`src/rtl/ram_arb_pkg.sv`:
```
// Shared constants for the two-requester RAM arbiter: requester ids and stats counter sizing.
package ram_arb_pkg;
    localparam int NUM_REQ  = 2;
    localparam int REQ_ID_W = 1;
    typedef logic [REQ_ID_W-1:0] req_id_t;
    localparam req_id_t REQ0 = 1'b0;
    localparam req_id_t REQ1 = 1'b1;

    localparam int STATS_W = 16;
    localparam logic [STATS_W-1:0] STATS_MAX = {STATS_W{1'b1}};
    localparam logic [STATS_W-1:0] STATS_ONE = {{(STATS_W-1){1'b0}}, 1'b1};

    // Saturating increment used by all stats counters.
    function automatic logic [STATS_W-1:0] sat_inc(input logic [STATS_W-1:0] v);
        return (v == STATS_MAX) ? v : v + STATS_ONE;
    endfunction
endpackage

```
`src/rtl/rr_arb2.sv`:
```
// Combinational two-way round-robin grant: on contention the requester that did not win last is chosen.
module rr_arb2
    import ram_arb_pkg::*;
(
    input  logic [NUM_REQ-1:0] valid,
    input  req_id_t            last_grant,
    output logic [NUM_REQ-1:0] grant
);
    always_comb begin
        grant = valid;
        if (&valid) begin
            grant = (last_grant == REQ0) ? 2'b10 : 2'b01;
        end
    end
endmodule

```
`src/rtl/ram_rr_arbiter.sv`:
```
// Round-robin arbiter/sequencer sharing one single-port RAM between two requesters, 2-cycle read latency.
// Optional grant/conflict counters are enabled with the RAM_RR_ARBITER_STATS_EN macro.
module ram_rr_arbiter
    import ram_arb_pkg::*;
#(
    parameter int addr_width = 6,
    parameter int data_width = 8,
    parameter int depth      = 64
) (
    input  logic                  clk,
    input  logic                  rst,
    input  logic                  r0_valid,
    output logic                  r0_ready,
    input  logic                  r0_we,
    input  logic [addr_width-1:0] r0_addr,
    input  logic [data_width-1:0] r0_wdata,
    output logic                  r0_rvalid,
    output logic [data_width-1:0] r0_rdata,
    input  logic                  r1_valid,
    output logic                  r1_ready,
    input  logic                  r1_we,
    input  logic [addr_width-1:0] r1_addr,
    input  logic [data_width-1:0] r1_wdata,
    output logic                  r1_rvalid,
    output logic [data_width-1:0] r1_rdata,
    output logic                  ram_we,
    output logic [addr_width-1:0] ram_addr,
    output logic [data_width-1:0] ram_data,
    input  logic [data_width-1:0] ram_q
`ifdef RAM_RR_ARBITER_STATS_EN
    ,
    output logic [STATS_W-1:0]    r0_grants,
    output logic [STATS_W-1:0]    r1_grants,
    output logic [STATS_W-1:0]    conflict_cnt
`endif
);
    logic [NUM_REQ-1:0]    req_valid;
    logic [NUM_REQ-1:0]    grant;
    logic                  accept;
    req_id_t               sel_src;
    logic                  sel_we;
    logic [addr_width-1:0] sel_addr;
    logic [data_width-1:0] sel_data;

    req_id_t               last_grant_q, last_grant_d;
    logic                  ram_we_q, ram_we_d;
    logic [addr_width-1:0] ram_addr_q, ram_addr_d;
    logic [data_width-1:0] ram_data_q, ram_data_d;
    logic                  valid_a_q, valid_a_d;
    logic                  is_read_a_q, is_read_a_d;
    req_id_t               src_a_q, src_a_d;
    logic                  valid_b_q, valid_b_d;
    req_id_t               src_b_q, src_b_d;

    // Masking with rst keeps ready low while reset is asserted.
    assign req_valid = {r1_valid, r0_valid} & {NUM_REQ{~rst}};

    rr_arb2 u_rr_arb2 (
        .valid      (req_valid),
        .last_grant (last_grant_q),
        .grant      (grant)
    );

    assign r0_ready = grant[0];
    assign r1_ready = grant[1];
    assign accept   = |grant;
    assign sel_src  = grant[1] ? REQ1 : REQ0;
    assign sel_we   = grant[1] ? r1_we    : r0_we;
    assign sel_addr = grant[1] ? r1_addr  : r0_addr;
    assign sel_data = grant[1] ? r1_wdata : r0_wdata;

    always_comb begin
        last_grant_d = accept ? sel_src : last_grant_q;
        ram_we_d     = accept & sel_we;
        ram_addr_d   = accept ? sel_addr : ram_addr_q;
        ram_data_d   = accept ? sel_data : ram_data_q;
        valid_a_d    = accept;
        is_read_a_d  = ~sel_we;
        src_a_d      = sel_src;
        valid_b_d    = valid_a_q & is_read_a_q;
        src_b_d      = src_a_q;
    end

    always_ff @(posedge clk) begin
        if (rst) begin
            last_grant_q <= REQ1;
            ram_we_q     <= 1'b0;
            ram_addr_q   <= '0;
            ram_data_q   <= '0;
            valid_a_q    <= 1'b0;
            is_read_a_q  <= 1'b0;
            src_a_q      <= REQ0;
            valid_b_q    <= 1'b0;
            src_b_q      <= REQ0;
        end else begin
            last_grant_q <= last_grant_d;
            ram_we_q     <= ram_we_d;
            ram_addr_q   <= ram_addr_d;
            ram_data_q   <= ram_data_d;
            valid_a_q    <= valid_a_d;
            is_read_a_q  <= is_read_a_d;
            src_a_q      <= src_a_d;
            valid_b_q    <= valid_b_d;
            src_b_q      <= src_b_d;
        end
    end

    assign ram_we    = ram_we_q;
    assign ram_addr  = ram_addr_q;
    assign ram_data  = ram_data_q;
    assign r0_rvalid = valid_b_q & (src_b_q == REQ0);
    assign r1_rvalid = valid_b_q & (src_b_q == REQ1);
    assign r0_rdata  = ram_q;
    assign r1_rdata  = ram_q;

`ifdef RAM_RR_ARBITER_STATS_EN
    logic [STATS_W-1:0] grant_cnt_q [NUM_REQ];
    logic [STATS_W-1:0] grant_cnt_d [NUM_REQ];
    logic [STATS_W-1:0] conflict_cnt_q, conflict_cnt_d;

    for (genvar gi = 0; gi < NUM_REQ; gi++) begin : g_grant_cnt
        always_comb begin
            grant_cnt_d[gi] = grant[gi] ? sat_inc(grant_cnt_q[gi]) : grant_cnt_q[gi];
        end

        always_ff @(posedge clk) begin
            if (rst) begin
                grant_cnt_q[gi] <= '0;
            end else begin
                grant_cnt_q[gi] <= grant_cnt_d[gi];
            end
        end
    end

    always_comb begin
        conflict_cnt_d = (&req_valid) ? sat_inc(conflict_cnt_q) : conflict_cnt_q;
    end

    always_ff @(posedge clk) begin
        if (rst) begin
            conflict_cnt_q <= '0;
        end else begin
            conflict_cnt_q <= conflict_cnt_d;
        end
    end

    assign r0_grants    = grant_cnt_q[0];
    assign r1_grants    = grant_cnt_q[1];
    assign conflict_cnt = conflict_cnt_q;
`endif
endmodule

```
`config.mk`:
```
export PLATFORM = sky130hd
export DESIGN_NAME = ram_rr_arbiter
export DESIGN_NICKNAME = d
export VERILOG_FILES = /design/src/rtl/ram_arb_pkg.sv /design/src/rtl/rr_arb2.sv /design/src/rtl/ram_rr_arbiter.sv
export SDC_FILE = /design/constraint.sdc
export NUM_CORES = 1
export LEC_CHECK = 0
export CAP_MARGIN = 10
export CORE_MARGIN = 3
export CORE_UTILIZATION = 34
export DETAILED_ROUTE_END_ITERATION = 8
export PLACE_DENSITY_LB_ADDON = 0.3
export SLEW_MARGIN = 10
export SYNTH_ARGS = -nofsm -noshare
export SYNTH_HDL_FRONTEND = slang
export SYNTH_HIERARCHICAL = 1
export SYNTH_SLANG_ARGS = --single-unit
```
`constraint.sdc`:
```
create_clock -name clk -period 1.54 [get_ports clk]
set_input_delay 0.308 -clock clk [delete_from_list [all_inputs] [get_ports clk]]
set_output_delay 0.308 -clock clk [all_outputs]
set_load 0.02 [all_outputs]
```
==> impl_metrics.yaml, run 1 <==
routing:
  routed_wl_um: 2440
  via_count: 874
  dr.pass1.iters: 4
  vias_per_cell: 4.91
  drtAntennaViolNets: 0
  drc: 0
  drtIter0Drc: 27
  wl_per_cell_um: 13.7
cells_and_area:
  final_common_cell: "clkdlybuf4s50_1"
  diodes: 0
  final_layout_size_suffix_gt1_share_pct: 10.9
  final_cell_mix: "clkdlybuf4s50_1, dfxtp_1, dlygate4sd2_1"
  fin_nets: 190
  area_growth_pct: 46.3
die:
  die-width_um: 61.3
  initial_utilization_pct: 36.7
  core_area_um2: 2830
  rows: 19
  die_h_um: 61.3
  io_pins: 77
  dieArea_um2: 3750
cts:
  h-tree-depth: 1
  cts_hold_buf: 0
  clockBufferDepth: 2
  clkLatencyLatePin_ns: 0.29
  numCtsBuffers: 3
  postCtsSetupRepairBufs: 0
  cts_num_sinks: 21
  clkTransAtPathRegs_ns: 0.11
  cts_tree: "built"
  post_cts_resized: 30
  cts_root_buf: "clkbuf_4"
synthesis:
  syn_avg_cell_area_um2: 9.62
  yosys_register_bits: 21
  synth_fp_nets: 150
  yosys_warnings: 6
  synth_cells: 108
  yosysUniqueCellTypes: 18
  syn-cell-area_um2: 1040
  yosysSeqAreaShare_pct: 40.5
pwr:
  p_leak_uw: 0.000678
  combPwrFrac_pct: 26.4
  seqPwrFrac_pct: 51.6
  power_frac_clock_pct: 22.0
  vdd_ir_drop_max_mv: 0.440
  powerDensity_nw_per_um2: 767
  p_int_uw: 850
  switching_share_pct: 27.0
  p_switching_uw: 314
worst_setup_path:
  crit_start: "rst"
  cp-start-kind: "input pin"
  worstReg2RegEnd: "ram_data[2]"
  critPathSlowestCell: "dlygate4sd2_1"
  required_ns: 1.23
  worstSetupPathType: "in2out"
  worst_path_largest_cell_delay_ns: 0.32
  r2r_setup_slack_ns: 0.12
  worstPathCellList: "dlygate4sd2_1, nor2b_4, a21boi_2, buf_4"
  worstRegToRegCells: 5
  r2r_start: "last_grant_q"
  end_kind: "primary output"
  crit_fanout: 4
  worstPathArrival_ns: 1.14
min_path:
  hp-class: "reg2reg"
  whs_path_depth: 2
  whs_endpoint: "valid_b_q"
  hp-start: "is_read_a_q"
sta:
  clock_skew_ns: 0.000645
  setup_tns_ns: 0
  finalSetupViolations: 0
  post-route-min-period_ns: 1.45
  worst_pin_slew_ns: 0.276
  final_max_slew_viol_count: 0
  clock.fmax_mhz: 689
  slew-limit-headroom_pct: 81.6
  period_share_pct: 94.3
  hold_viol: 0
  timing.hold.ws_ns: 0.417
status:
  run_status: "finished clean"
global_routing:
  grt_pass1_vias: 886
  grt-ovfl-total: 0
  grt_pass1_wl_um: 3660
  track_usage_pct: 12.7
  antenna_found_initial: 0
  grt_max_degree: 22
run:
  max-cap-violations: 0
placement:
  dp_hpwl_um: 1810
  gp_congestion: 0.740
  port_buffers: 52
-- cell type report --
type,count,area [um2]
clock inverters,1,5.00
inverters,3,11.3
well taps,31,38.8
flip-flops and latches,21,420
fillers,270,1310
multi-input cells,61,467
repair buffers,58,554
clock buffers,3,22.5
-- metal layers --
metal  share of wire, %  track usage, %
met1                 41            14.9
met2                 51            23.0
met3                6.5            2.52
met4                1.1            4.02
met5                  0               0
-- through the flow --
step | setup WS [ns] | utilization (%) | instance area [um2] | total power [uW] | instances
global placement | -0.512 | 52.3 | 1480 | 933 | 174
finish | 0.0876 | 53.7 | 1520 | 1160 | 178
CTS | -0.0606 | 52.6 | 1490 | 1170 | 178
detailed placement | -0.564 | 52.3 | 1480 | 939 | 174
global route | -0.00610 | 53.7 | 1520 | 1230 | 178
floorplan | 0.0313 | - | 1050 | 822 | 108
-- power groups by stage --
stage               sequential [uW]  combinational [uW]  clock (uW)
CTS                             601                 305         266
global route                    607                 329         293
detailed placement              614                 325           0
global placement                613                 321           0
floorplan                       651                 170           0
finish                          600                 308         257
-- sequential cells by signal (all words and copies together) (netlist names) --
register,flops
valid_b_q,1
src_a_q,1
ram_data,8
last_grant_q,1
src_b_q,1
ram_we,1
valid_a_q,1
ram_addr,6
is_read_a_q,1
-- cell families (layout without fill, tap and decap cells) --
kind of cell,count (synthesis),in the layout,synth area share [%]
simple gates,28,28,15.3
buf+inv,26,65,17.5
flops,21,21,40.5
compound gates,19,19,13.3
mux,14,14,13.5
-- cells in the mapped netlist --
library cell	number	area (um2)
clkbuf_1	4	15.0
buf_12	1	20.0
nand2_1	2	7.51
nand3b_1	1	7.51
a21oi_1	1	5.00
a21boi_1	1	7.51
buf_4	16	120
dfxtp_1	21	420
mux2i_1	14	140
o21ai_0	1	5.00
a211oi_1	15	113
a21boi_0	1	7.51
nor2b_1	19	119
nor2_1	5	18.8
and2_1	1	6.26
buf_1	1	3.75
inv_1	3	11.3
buf_6	1	11.3
-- worst max path at each step --
stage | to | slack [ns] | cells past startpoint
4_1_cts | r1_ready | -0.06 | 4
3_5_place_dp | r0_ready | -0.56 | 4
6_report | r0_ready | 0.09 | 4
2_1_floorplan | ram_addr[0] | 0.03 | 6
5_1_grt | ram_data[5] | -0.006 | 5
3_3_place_gp | r0_ready | -0.51 | 4
-- worst max-delay path: cells and delay by family --
family / cells / cell delay [ns]
and+or+nand+nor: 1 / 0.16
AOI/OAI and AO/OA: 1 / 0.19
buffers and inverters: 2 / 0.48
Power figures use the tool's default switching activity.
==> inputs of run 2 (changes only) <==
--- a/config.mk
+++ b/config.mk
@@ -6,10 +6,12 @@
 export NUM_CORES = 1
 export LEC_CHECK = 0
 export CAP_MARGIN = 10
-export CORE_MARGIN = 3
+export CORE_MARGIN = 2
 export CORE_UTILIZATION = 34
 export DETAILED_ROUTE_END_ITERATION = 8
 export PLACE_DENSITY_LB_ADDON = 0.3
+export REMOVE_ABC_BUFFERS = 1
+export SETUP_SLACK_MARGIN = 0.2
 export SLEW_MARGIN = 10
 export SYNTH_ARGS = -nofsm -noshare
 export SYNTH_HDL_FRONTEND = slang
==> run 2 against run 1 <==
Utilization is 1.2 points lower. Critical path type is now reg2out. Combinational power is 6% higher. Hold slack better by 0.034 ns. Largest cell class unchanged. Total power is 2.0% higher. Critical path depth is 1 lower. Critical endpoint unchanged.
==> impl_metrics.yaml, run 2 (synthesized netlist as in run 1, its figures left out) <==
cts:
  h-tree-depth: 1
  cts_root_buf: "clkbuf_4"
  clkLatencyLatePin_ns: 0.30
  cts_tree: "built"
  numCtsBuffers: 3
  clockBufferDepth: 2
  cts_num_sinks: 21
  cts_hold_buf: 0
  clkTransAtPathRegs_ns: 0.11
placement:
  port_buffers: 52
  placed_cells_incl_taps: 174
  gp_congestion: 0.609
  dp_hpwl_um: 1760
  placed_area_um2: 1460
die:
  rows: 20
  dieArea_um2: 3510
  die_h_um: 59.3
  core_area_um2: 2980
  die-width_um: 59.3
  io_pins: 77
  initial_utilization_pct: 34.9
routing:
  dr.pass1.iters: 4
  wl_per_cell_um: 14.5
  via_count: 898
  routed_wl_um: 2690
  drtIter0Drc: 14
  vias_per_cell: 4.85
  drtAntennaViolNets: 0
  drc: 0
worst_setup_path:
  worstPathArrival_ns: 1.01
  worstSetupPathType: "reg2out"
  worstRegToRegCells: 5
  worstPathCellList: "inv_2, a21boi_4, buf_6"
  critPathSlowestCell: "dfxtp_4"
  end_kind: "primary output"
  required_ns: 1.23
  cp-start-kind: "register"
  cp.buffers_inverters: 2
  crit_cells: 3
  path_delay_family: "flip-flops"
  crit_fanout: 3
  worst_path_largest_cell_delay_ns: 0.38
cells_and_area:
  area_growth_pct: 50.6
  final_util_pct: 52.5
  final_common_cell: "clkdlybuf4s50_1"
  final_layout_size_suffix_gt1_share_pct: 17.8
  fin_nets: 195
  final_cell_mix: "clkdlybuf4s50_1, dfxtp_1, nor2b_1"
  largest_reg_flops: 8
  diodes: 0
  final_area_um2: 1560
  final_cells: 185
  fill_cells: 281
sta:
  period_share_pct: 85.4
  clock.fmax_mhz: 760
  finalSetupViolations: 0
  rsz0062_at_grt: "yes"
  hold_viol: 0
  final_max_slew_viol_count: 0
  worst_pin_slew_ns: 0.231
  slew-limit-headroom_pct: 84.6
  clock_skew_ns: 0.00340
  post-route-min-period_ns: 1.32
  timing.hold.ws_ns: 0.451
global_routing:
  grt_max_degree: 22
  grt_pass1_wl_um: 4050
  grt_pass1_vias: 814
  antenna_found_initial: 0
  track_usage_pct: 15.7
  grt-ovfl-total: 0
min_path:
  whs_path_depth: 2
  hp-class: "reg2reg"
pwr:
  powerDensity_nw_per_um2: 760
  switching_share_pct: 27.1
  p_leak_uw: 0.000657
  power_frac_clock_pct: 22.1
  p_int_uw: 866
  combPwrFrac_pct: 27.4
  vdd_ir_drop_max_mv: 0.543
  p_switching_uw: 322
  seqPwrFrac_pct: 50.5
run:
  max-cap-violations: 0
status:
  run_status: "finished clean"
## run 2: cell types whose count changed in the layout (fill, tap and decap cells not counted), moves of 2 or more
cell / before / now
buf_6: 1 / 5
dlygate4sd2_1: 18 / 9
inv_1: 3 / 1
dlymetal6s2s_1: 2 / 0
buf_2: 0 / 4
clkdlybuf4s15_1: 0 / 7
## run 2: power by group through the flow
stage          Clock [uW]  Combinational (uW)  Sequential (uW)
2_1_floorplan           0                92.9              651
3_3_place_gp            0                 315              612
3_5_place_dp            0                 319              613
4_1_cts               274                 321              601
5_1_grt               294                 349              606
6_report              262                 326              601
## run 2: tightest hold or removal path, delay by kind of cell, from the launching register on
kind / cells / cell delay [ns]
AND/OR/NAND/NOR: 2 / 0.10
flip-flops: 1 / 0.32
## run 2: worst paths after layout
path                              startpoint     endpoint  slack, ns
worst min-delay path             is_read_a_q    valid_b_q       0.45
worst min register to register   is_read_a_q    valid_b_q       0.45
worst max-delay path            last_grant_q     r0_ready       0.22
worst max register to register  last_grant_q  ram_addr[0]       0.26
## run 2: area by class of cell
type	count	area [um2]	area share, %
Tap cell	33	41.3	2.64
Timing Repair Buffer	63	583	37.3
Inverter	3	15.0	0.960
Clock buffer	4	26.3	1.68
Multi-Input combinational cell	61	474	30.3
Sequential cell	21	424	27.1
## run 2: metal layers
metal / wire length (um) / share of wire [%] / global-route usage (%) / up-vias
met2: 1260 / 47 / 23.5 / 60
met1: 1140 / 43 / 19.4 / 398
met3: 260 / 9.7 / 8.30 / 2
met5: 0 / 0 / 0 / -
met4: 24 / 0.89 / 4.87 / 0
li1: - / - / - / 438
## run 2: timing repair
item	4_1_cts	5_1_grt
gates cloned	1	0
setup endpoints to repair	38	14
pin swaps	1	1
resized for setup	55	9
setup buffers	3	3
## run 2: stage by stage
step	setup TNS, ns	setup WS (ns)	power, uW
after global placement	-8.62	-0.523	926
after global routing	0	0.187	1250
after floorplan	-20.57	-1.14	744
after detailed placement	-9.22	-0.542	932
final	0	0.225	1190
after CTS	0	0.204	1200
==> inputs of run 3 (changes only) <==
--- a/config.mk
+++ b/config.mk
@@ -8,6 +8,7 @@
 export CAP_MARGIN = 10
 export CORE_MARGIN = 2
 export CORE_UTILIZATION = 34
+export CTS_CLUSTER_DIAMETER = 40
 export DETAILED_ROUTE_END_ITERATION = 8
 export PLACE_DENSITY_LB_ADDON = 0.3
 export REMOVE_ABC_BUFFERS = 1
==> constraint.sdc (replaced) <==
create_clock -name clk -period 1.4 [get_ports clk]
set_input_delay 0.28 -clock clk [delete_from_list [all_inputs] [get_ports clk]]
set_output_delay 0.28 -clock clk [all_outputs]
set_load 0.02 [all_outputs]
==> run 3 against run 2 <==
Routed wire length up 5.9%. Clock power rose by 9.5%. Non-clock buffer count up 3. Largest power group unchanged. Cell count grew 1.6%. Critical endpoint unchanged.
==> impl_metrics.yaml, run 3 (synthesized netlist as in run 1, its figures left out) <==
global_routing:
  grt_max_degree: 22
  top_usage_layer: "met2"
  grt_use_met3_pct: 5.24
  grt-ovfl-total: 0
  track_usage_pct: 15.3
  use_met1_pct: 17.5
  grt_pass1_vias: 897
  use_met2_pct: 26.7
  antenna_found_initial: 0
  grt_pass1_wl_um: 4110
sta:
  worst_pin_slew_ns: 0.238
  finalSetupViolations: 0
  setup_tns_ns: 0
  clock_skew_ns: 0.00577
  clock.fmax_mhz: 771
  post-route-min-period_ns: 1.30
  final_max_slew_viol_count: 0
  slew-limit-headroom_pct: 84.1
  rsz0062_at_grt: "yes"
  hold_viol: 0
  period_share_pct: 92.6
placement:
  placed_cells_incl_taps: 174
  port_buffers: 52
  gp_congestion: 0.608
  dp_hpwl_um: 1790
die:
  core_area_um2: 2980
  rows: 20
  die_h_um: 59.3
  dieArea_um2: 3510
  die-width_um: 59.3
  io_pins: 77
  initial_utilization_pct: 34.9
cells_and_area:
  largest_reg_flops: 8
  final_cell_mix: "clkdlybuf4s50_1, dfxtp_1, nor2b_1"
  fill_cells: 277
  diodes: 0
  multiInputGateArea_um2: 485
  fin_nets: 198
  final_layout_size_suffix_gt1_share_pct: 32.3
  final_common_cell: "clkdlybuf4s50_1"
  area_growth_pct: 52.9
  ff_latch_area_um2: 427
  final_cells: 188
min_path:
  hp-class: "reg2reg"
status:
  run_status: "finished clean"
routing:
  drtIter0Drc: 19
  routed_wl_um: 2840
  via_count: 923
  vias_per_cell: 4.91
  dr.pass1.iters: 4
  drtAntennaViolNets: 0
  wl_per_cell_um: 15.1
  drc: 0
pwr:
  vdd_ir_drop_max_mv: 0.324
  powerDensity_nw_per_um2: 831
  p_leak_uw: 0.000669
worst_setup_path:
  worstPathArrival_ns: 1.02
  required_ns: 1.12
  worstSetupPathType: "reg2out"
  crit_fanout: 3
  cp-start-kind: "register"
  end_kind: "primary output"
run:
  max-cap-violations: 0
cts:
  h-tree-depth: 1
  cts_root_buf: "clkbuf_4"
  cts_num_sinks: 21
  numCtsBuffers: 3
  clkLatencyLatePin_ns: 0.30
  clkTransAtPathRegs_ns: 0.12
  clockBufferDepth: 2
  cts_tree: "built"
==> run 3: cell types whose count changed in the layout (fill, tap and decap cells not counted), moves of 2 or more <==
cell             previous run  this run
dlygate4sd2_1               9         1
dfxtp_1                    20        18
clkdlybuf4s15_1             7         1
buf_4                       7        11
buf_2                       4        15
dfxtp_2                     0         2
==> run 3: final cells by class <==
cell class	count	area share, %
flip-flops and latches	21	26.9
inverters	3	1.10
clock inverters	1	0.315
clock buffers	3	1.42
multi-input cells	61	30.6
repair buffers	66	37.1
well taps	33	2.60
==> run 3: layer usage <==
metal	up-vias	part of all wire, %	wire (um)
met2	51	50	1420
met4	0	0.84	24
met1	425	41	1160
met5	-	0	0
met3	2	8.6	245
li1	445	-	-
==> run 3: path summary, 6_finish.rpt <==
check	slack (ns)	endpoint	start	cells after the start
worst max-delay path	0.10	r0_ready	last_grant_q	3
worst min-delay path	0.42	valid_b_q	is_read_a_q	2
worst max register to register	0.11	ram_data[2]	last_grant_q	6
worst min register to register	0.42	valid_b_q	is_read_a_q	2
==> run 3: critical path: stages (launching register included) <==
cell and delay, ns:
dfxtp_4 0.40, inv_4 0.04, a21boi_4 0.15, buf_6 0.14
==> run 3: power breakdown <==
group	internal (uW)	switching (uW)	total (uW)	leakage [uW]
Clock	106	181	287	0.0000177
Combinational	209	162	372	0.000477
Sequential	640	21.0	661	0.000174
==> run 3: repair_timing <==
item | CTS | global route
setup endpoints to repair | 38 | 28
cloned | 1 | 1
buffers inserted | 6 | 2
pin swaps | 2 | 4
gates resized for setup | 97 | 16
hold endpoints to repair | 0 | 0
hold buffers | 0 | 0
==> run 3: through the flow <==
step | total power, uW | util (%) | hold WS, ns | setup slack (ns) | area [um2]
final | 1320 | 53.3 | 0.421 | 0.103 | 1590
after detailed placement | 1030 | 49.2 | 0.407 | -0.669 | 1460
after global placement | 1020 | 49.2 | 0.406 | -0.608 | 1460
after global routing | 1380 | 53.3 | 0.458 | 0.0552 | 1590
after floorplan | 818 | - | 0.347 | -1.25 | 868
after CTS | 1330 | 53.1 | 0.418 | 0.0985 | 1580
